--- src/rtl/i2s_adc_receiver.sv ---
// I2S master receiver for the ADC capture path: generates mclk/bclk/lrclk and
// deserialises left/right words into a valid/ready stereo-pair interface.
module i2s_adc_receiver #(
  parameter int SAMPLE_BITS = 16,
  parameter int BCLK_DIV    = 4
) (
  input  logic                   input_clk,
  input  logic                   reset,
  output logic                   adc_mclk,
  output logic                   serial_clk,
  output logic                   word_select,
  input  logic                   sound_bit_in,
  output logic [SAMPLE_BITS-1:0] left_sample,
  output logic [SAMPLE_BITS-1:0] right_sample,
  output logic                   sample_valid,
  input  logic                   sample_ready,
  output logic                   overrun,
  input  logic                   overrun_clear
);

  localparam int FRAME_BITS = 2 * SAMPLE_BITS;
  localparam int DIV_W      = (BCLK_DIV > 1) ? $clog2(BCLK_DIV) : 1;
  localparam int SLOT_W     = $clog2(FRAME_BITS);

  localparam logic [DIV_W-1:0]  RISE_CNT   = DIV_W'(BCLK_DIV / 2 - 1);
  localparam logic [DIV_W-1:0]  FALL_CNT   = DIV_W'(BCLK_DIV - 1);
  localparam logic [SLOT_W-1:0] LAST_SLOT  = SLOT_W'(FRAME_BITS - 1);
  localparam logic [SLOT_W-1:0] LEFT_LAST  = SLOT_W'(SAMPLE_BITS - 1);
  localparam logic [SLOT_W-1:0] FIRST_SLOT = '0;

  logic [DIV_W-1:0]       r_div;
  logic                   r_sclk;
  logic [SLOT_W-1:0]      r_slot;
  logic                   r_ws;
  logic [FRAME_BITS-1:0]  r_shift;
  logic                   r_armed;
  logic                   r_done;
  logic [SAMPLE_BITS-1:0] r_left;
  logic [SAMPLE_BITS-1:0] r_right;
  logic                   r_valid;
  logic                   r_overrun;

  logic                   w_rise;
  logic                   w_fall;
  logic [SLOT_W-1:0]      w_slot_next;
  logic                   w_xfer;
  logic                   w_drop;

  assign w_rise      = (r_div == RISE_CNT);
  assign w_fall      = (r_div == FALL_CNT);
  assign w_slot_next = (r_slot == LAST_SLOT) ? FIRST_SLOT : r_slot + SLOT_W'(1);
  assign w_xfer      = r_valid && sample_ready;
  assign w_drop      = r_done && r_valid && !sample_ready;

  always_ff @(posedge input_clk or negedge reset) begin
    if (!reset) begin
      r_div  <= '0;
      r_sclk <= 1'b0;
      r_slot <= LAST_SLOT;
      r_ws   <= 1'b0;
    end else begin
      r_div <= w_fall ? '0 : r_div + DIV_W'(1);
      if (w_rise) r_sclk <= 1'b1;
      if (w_fall) begin
        r_sclk <= 1'b0;
        r_slot <= w_slot_next;
        if (w_slot_next == LAST_SLOT) r_ws <= 1'b0;
        else if (w_slot_next == LEFT_LAST) r_ws <= 1'b1;
      end
    end
  end

  // The slot counter starts in the last slot, so the first rise after reset
  // lands in a right-LSB slot of a frame that never happened. r_armed blocks
  // completion until slot 0 has actually been captured.
  always_ff @(posedge input_clk or negedge reset) begin
    if (!reset) begin
      r_shift <= '0;
      r_armed <= 1'b0;
      r_done  <= 1'b0;
    end else begin
      r_done <= 1'b0;
      if (w_rise) begin
        r_shift <= {r_shift[FRAME_BITS-2:0], sound_bit_in};
        if (r_slot == FIRST_SLOT) r_armed <= 1'b1;
        if ((r_slot == LAST_SLOT) && r_armed) r_done <= 1'b1;
      end
    end
  end

  always_ff @(posedge input_clk or negedge reset) begin
    if (!reset) begin
      r_left    <= '0;
      r_right   <= '0;
      r_valid   <= 1'b0;
      r_overrun <= 1'b0;
    end else begin
      if (r_done && (!r_valid || w_xfer)) begin
        r_left  <= r_shift[FRAME_BITS-1:SAMPLE_BITS];
        r_right <= r_shift[SAMPLE_BITS-1:0];
        r_valid <= 1'b1;
      end else if (w_xfer) begin
        r_valid <= 1'b0;
      end
      if (w_drop) r_overrun <= 1'b1;
      else if (overrun_clear) r_overrun <= 1'b0;
    end
  end

  assign adc_mclk     = input_clk;
  assign serial_clk   = r_sclk;
  assign word_select  = r_ws;
  assign left_sample  = r_left;
  assign right_sample = r_right;
  assign sample_valid = r_valid;
  assign overrun      = r_overrun;

endmodule

--- config.mk ---
export PLATFORM = sky130hd
export DESIGN_NAME = i2s_adc_receiver
export DESIGN_NICKNAME = d
export VERILOG_FILES = /design/src/rtl/i2s_adc_receiver.sv
export SDC_FILE = /design/constraint.sdc
export NUM_CORES = 1
export LEC_CHECK = 0
export ABC_CLOCK_PERIOD_IN_PS = 1570
export CORE_MARGIN = 3
export CORE_UTILIZATION = 25
export CTS_CLUSTER_SIZE = 30
export DETAILED_ROUTE_END_ITERATION = 10
export PLACE_DENSITY = 0.44
export SYNTH_ARGS = -nofsm -noshare
export SYNTH_HDL_FRONTEND = slang
export SYNTH_SLANG_ARGS = --single-unit
--- constraint.sdc ---
create_clock -name input_clk -period 1.57 [get_ports input_clk]
set_input_delay 0.314 -clock input_clk [delete_from_list [all_inputs] [get_ports input_clk]]
set_output_delay 0.314 -clock input_clk [all_outputs]
set_load 0.005 [all_outputs]
After elaboration in Yosys (flattened, before gate mapping) --
Cells that the tools add are included.
Cells by class: eq/ne operators 5, add/subtract/negate cells 2, bitwise operators 0, divide/modulo/power cells 0, reduce and logical (&&, ||, !) cells 15, shifts and indexed selects 0, multiplexer cells 12, $lt $le $gt $ge 0, $mul 0
Operators with widths (number):
- == test 5 bit (second input constant) | 2
- two-way mux 1 bit | 10
- nonzero test 2 bit | 4
- adder 5 x 1 -> 5 bit (second input constant) | 1
- == test 5 x 4 -> 1 bit (second input constant) | 1
- logical AND 1 bit | 5
- zero test 5 bit | 1
- two-way mux 5 bit | 1
- AND reduction 2 bit | 2
- adder 2 x 1 -> 2 bit (second input constant) | 1
- == test 2 x 1 -> 1 bit (second input constant) | 1
- == test 2 bit (second input constant) | 1
- zero test 1 bit | 2
- two-way mux 2 bit | 1
- logical OR 1 bit | 1
Storage, ports and cells: logic and storage cells 45, RAM bits 0, memories 0, memory bits (read-only) 0, bits in latches 0, bits in registers 77, input bits 5

Logic depth before layout (Yosys ltp) --
Gate-level depths: netlist (run 1).
word-level depth 5, gate-level depth with buffers 7, depth with buffers taken out 7

==> out/metrics.csv, run 1 <==
metric,value,unit
status,"complete, no violations",
Core ar.,12200,um^2
P_int,3.83,mW
worst skew pair latency,0.44,ns
synth warn,0,
Worst Hold Class,input pin to async pin,
largest net degree at the start of global routing,36,
first-pass GRT wire length,9.87,mm
Finished Core Util,36.1,%
leakage,2.36,nW
sw frac,19.8,%
RSZ-0062 raised after global routing,true,
Max Clk Rate,657,MHz
Slew Limit Headroom,67.9,%
placed cell areas,3860,um^2
CP cell instances,"ha_4, and3_4, ha_4, nand2b_4, a21oi_2, nand4_1, mux2i_1",
CP arrival,1.88,ns
Mapped Cells,192,
Ant. Diodes,0,
Syn Nets,202,
Area Growth Syn to Fin,39.0,%
register share of total power,42.1,%
post-route ant nets,0,
port bufs,41,
Initial Utilization,26.0,%
Crit Path Class,flip-flop to flip-flop,
Avg WL per Cell,13.0,um
slew of the pin with the lowest slew margin,0.481,ns
Worst Path Required,1.93,ns
Setup TNS Final,0,ns
FP Rows,40,
area of the mapped netlist,3160,um^2
Clock Skews,0.00820,ns
fraction of layout cells with a size suffix above 1,48.4,%
Worst-path clk slew,0.06,ns
logic gate share of total power,1.6,%
count of cell types in the netlist,25,
final WL,5.74,mm
CP Capture Type,flip-flop,
Top delay family on crit path,flip-flops,
FF+latch area,1930,um^2
internal reg-to-reg setup slack,0.05,ns
via/cell ratio,3.94,
die width,118,um
"slowest stage cell, crit path",dfstp_2,
GP Congestion,0.688,
1st-iter DRT viols,27,
Final setup viols,0,
first-pass iteration count of the detailed router,4,
total gr overflow,0,
crit-path max FO,4,
peak supply drop,0.740,mV
Hold Worst Slack,0.367,ns
crit path buf inv count,0,
gr usage total,8.96,%
CP most frequent cell,ha_4,
DIE HEIGHT,118,um
die area,14000,um^2
nets,280,
fin crit share,96.9,%
Post-Syn Area per Cell,16.4,um^2
drt drc,0,
Startpoint Class,flip-flop,
CP peak stage delay,0.56,ns
"Slew Viols, Final",0,
vias in the first global route,1939,
post-route cell area,4390,um^2
post-DP HPWL,3.69,mm
clock power share,56.3,%
switching pwr,945,uW
initial antenna violation count,0,
"Seq/Total Area, Yosys",61.2,%
fin crit period,1.52,ns
Multi-input gate area,1130,um^2
Yosys reg bits,77,
CTS tree,built,
max cap viols,0,
final hold viol count,0,
Power Density,1090,nW/um^2
num ports,42,
# fillers,1205,
vias,1747,
==> cells by family (layout without fill, tap and decap cells) <==
family	after synthesis	in the layout	synth area share, %
xor+xnor	1	1	0.277
mux	67	67	27.4
flops	77	77	61.2
compound gates	7	7	1.55
buf+inv	18	101	4.32
simple gates	17	17	3.25
fa+ha+maj	5	5	1.98
==> synthesized netlist by cell type <==
cell      count  area (um^2)
nand3_1       1         5.00
a21oi_1       1         5.00
o22ai_1       2         12.5
ha_1          5         62.6
dfrtp_1      72         1800
nor2b_1       1         6.26
nand2_1       4         15.0
nor2_1        3         11.3
buf_4         5         37.5
nand2b_2      1         8.76
o41ai_2       1         16.3
mux2_4       30          450
nand2b_1      2         12.5
xnor2_1       1         8.76
inv_1         9         33.8
buf_12        3         60.1
nand4_1       1         6.26
nand2_4       1         11.3
dfstp_2       5          131
mux2_2       35          394
nand2b_4      1         13.8
o21ai_0       3         15.0
buf_2         1         5.00
and3_1        2         12.5
mux2i_1       2         20.0
==> layout make-up <==
type	count	share of cell area (%)
well taps	168	4.79
multi-input cells	97	25.8
clock inverters	4	1.25
flip-flops and latches	77	44.1
clock buffers	16	8.35
inverters	9	0.770
repair buffers	72	15.0
==> final timing paths <==
| path | startpoint | endpoint | cells after the start |
|---|---|---|---|
| setup / recovery | r_slot[1]$_DFFE_PN1P_ | word_select$_DFFE_PN0P_ | 7 |
| hold / removal | reset | right_sample[4]$_DFFE_PN0P_ | 2 |
| setup reg to reg | r_slot[1]$_DFFE_PN1P_ | word_select$_DFFE_PN0P_ | 7 |
| hold reg to reg | r_armed$_DFFE_PN0P_ | r_armed$_DFFE_PN0P_ | 2 |
| max in group asynchronous | reset | right_sample[5]$_DFFE_PN0P_ | 3 |
| min in group input_clk | r_armed$_DFFE_PN0P_ | r_armed$_DFFE_PN0P_ | 2 |
==> layout by cell type, fill, tap and decap left out, types with 2 or more instances in the layout <==
cell,synthesis,layout
dfrtp_1,72,72
dlygate4sd2_1,0,36
mux2_2,35,35
mux2_4,30,30
buf_4,5,27
clkbuf_16,0,13
inv_1,9,8
buf_12,3,5
dfstp_2,5,5
nand2_1,4,4
nor2_1,3,3
clkbuf_8,0,3
clkdlybuf4s50_1,0,3
nand2b_4,1,2
o22ai_1,2,2
nand2b_1,2,2
o21ai_0,3,2
mux2i_1,2,2
ha_4,0,2
ha_1,5,2
clkinv_4,0,2
==> repair_timing <==
item                                    CTS  global route
resized for setup                        43             4
cloned                                    0             0
buffers inserted                         12             3
endpoints found under the hold margin    27             0
hold buffers                              1             0
pin swaps                                 0             3
endpoints found under the setup margin   38             1
==> layer usage <==
metal,global-route usage (%),share of wire [%],vias up
met5,0,0,-
met4,5.43,2.0,0
met3,2.63,4.6,10
met2,12.5,44,40
met1,12.2,50,874
li1,-,-,823
==> stage by stage <==
step           std cells  setup WS (ns)  power [mW]
2_1_floorplan        192         0.0222        2.10
3_3_place_gp         408        -0.0419        2.18
3_5_place_dp         408        -0.0422        2.18
4_1_cts              440       0.000285        4.86
5_1_grt              443        -0.0380        4.96
6_report             443         0.0483        4.78
==> flip-flops by register name (all words and copies together) (netlist names), 2 cells and up <==
| name | flops |
|---|---|
| r_slot | 5 |
| left_sample | 16 |
| r_div | 2 |
| r_shift | 32 |
| right_sample | 16 |
==> power by group through the flow <==
stage	Clock, mW	Sequential [mW]	Combinational, mW
after floorplan	0.0413	2.05	0.0165
after global placement	0.0536	2.05	0.0791
after detailed placement	0.0536	2.05	0.0799
after CTS	2.77	2.01	0.0820
after global routing	2.86	2.01	0.0888
final	2.69	2.01	0.0764
(Power assumes the default switching activity.)
==> run 2: changes to the inputs <==
--- a/config.mk
+++ b/config.mk
@@ -8,6 +8,7 @@
 export ABC_CLOCK_PERIOD_IN_PS = 1570
 export CORE_MARGIN = 3
 export CORE_UTILIZATION = 25
+export CTS_CLUSTER_DIAMETER = 80
 export CTS_CLUSTER_SIZE = 30
 export DETAILED_ROUTE_END_ITERATION = 10
 export PLACE_DENSITY = 0.44
==> constraint.sdc (replaced) <==
create_clock -name input_clk -period 1.57 [get_ports input_clk]
set_input_delay 0.314 -clock input_clk [delete_from_list [all_inputs] [get_ports input_clk]]
set_output_delay 0.314 -clock input_clk [all_outputs]
set_load 0.05 [all_outputs]
==> out/metrics.csv, run 2 (same netlist as run 1, synthesis figures left out) <==
metric,value,unit
status,"complete, no violations",
pre-CTS setup slack,-0.201,ns
Worst Path Required,1.26,ns
FP Rows,40,
Hold Worst Slack,0.387,ns
max cap viols,0,
first-pass GRT wire length,9.43,mm
DIE HEIGHT,118,um
1st-iter DRT viols,35,
RSZ-0062 raised after global routing,true,
"Slew Viols, Final",0,
peak supply drop,1.23,mV
first-pass iteration count of the detailed router,4,
vias in the first global route,1839,
placed cell areas,4150,um^2
Placed Cells,406,
register share of total power,43.8,%
total gr overflow,0,
final hold viol count,0,
"Most flops, register",r_shift,
port bufs,41,
Initial Utilization,26.0,%
CTS tree,built,
post-DP HPWL,3.65,mm
Ant. Diodes,0,
leakage,2.24,nW
Startpoint Class,clock port,
num ports,42,
Power Density,1010,nW/um^2
Register-to-Register Path Depth,7,
Worst-path clk slew,0.06,ns
final worst slack,0.0249,ns
sw frac,21.8,%
final std cells w/o fill,427,
slew of the pin with the lowest slew margin,0.495,ns
initial antenna violation count,0,
Clock Skews,0.00579,ns
Area Growth Syn to Fin,44.5,%
fraction of layout cells with a size suffix above 1,58.7,%
logic gate share of total power,1.7,%
post-route cell area,4560,um^2
worst skew pair latency,0.44,ns
largest net degree at the start of global routing,36,
max FFs per register,32,
vias,1670,
"most common cell after layout, fill and taps aside",dfrtp_1,
clock power share,54.5,%
nets,265,
GP Congestion,0.752,
switching pwr,1.00,mW
die area,14000,um^2
Slew Limit Headroom,67.0,%
via/cell ratio,3.91,
"commonest non-fill, non-tap cells in the layout","dfrtp_1 (72), buf_12 (36), mux2_2 (35), mux2_4 (30), buf_4 (17)",
Final setup viols,0,
crit-path max FO,2,
CP arrival,1.23,ns
post-route ant nets,0,
Tot Pwr,4.60,mW
Core ar.,12200,um^2
final WL,5.60,mm
gr usage total,8.51,%
Worst Hold Class,input pin to async pin,
P_int,3.60,mW
CP Capture Type,primary output,
die width,118,um
Crit Path Class,clock port to primary output,
drt drc,0,
Avg WL per Cell,13.1,um
run 2: critical path, stage by stage:
cell       delay, ns
clkbuf_16       0.12
clkbuf_16       0.13
buf_2           0.20
run 2: area by class of cell:
type / instances / area, um^2
multi-input cells: 97 / 1130
flip-flops and latches: 77 / 1930
repair buffers: 57 / 888
well taps: 168 / 210
inverters: 9 / 33.8
fillers: 1144 / 7600
clock inverters: 6 / 63.8
clock buffers: 13 / 305
run 2: metal layers:
metal / vias up / global-route usage, % / routed length (um)
li1: 787 / - / -
met3: 4 / 3.88 / 307
met2: 39 / 12.4 / 2580
met4: 0 / 2.68 / 41
met1: 840 / 11.3 / 2680
met5: - / 0 / 0
run 2: stage by stage:
step                      setup TNS [ns]  util [%]
after CTS                              0      37.3
after detailed placement           -1.36      34.1
after floorplan                        0         -
after global routing             -0.0476      37.5
final                                  0      37.5
after global placement             -1.16      34.1
run 2: worst paths after layout:
check / from / endpoint / slack [ns]
max: input_clk / adc_mclk / 0.02
min: reset / serial_clk$_DFFE_PN0P_ / 0.39
max reg2reg: r_slot[1]$_DFFE_PN1P_ / word_select$_DFFE_PN0P_ / 0.04
min reg2reg: r_armed$_DFFE_PN0P_ / r_armed$_DFFE_PN0P_ / 0.45
max in group asynchronous: reset / r_shift[30]$_DFFE_PN0P_ / 0.67
min in group input_clk: r_armed$_DFFE_PN0P_ / r_armed$_DFFE_PN0P_ / 0.45
run 2: repair_timing:
item,CTS,global route
resized for setup,8,4
buffers inserted,1,1
setup endpoints to repair,2,1
hold buffers,1,0
endpoints found under the hold margin,27,0
pin swaps,1,3
run 2: power groups by stage:
stage               logic (mW)  registers [mW]  clock network [mW]
finish                  0.0782            2.01                2.51
global route            0.0909            2.01                2.69
CTS                     0.0836            2.01                2.60
detailed placement      0.0810            2.05               0.147
global placement        0.0813            2.05               0.147
floorplan               0.0165            2.05               0.137
==> run 3: changes to the inputs <==
--- a/config.mk
+++ b/config.mk
@@ -8,6 +8,7 @@
 export ABC_CLOCK_PERIOD_IN_PS = 1570
 export CORE_MARGIN = 3
 export CORE_UTILIZATION = 25
+export CTS_BUF_LIST = sky130_fd_sc_hd__clkbuf_16
 export CTS_CLUSTER_DIAMETER = 80
 export CTS_CLUSTER_SIZE = 30
 export DETAILED_ROUTE_END_ITERATION = 10
==> results of run 3 <==
Same layout as run 2: the final DEF is identical, and so are final timing and power.
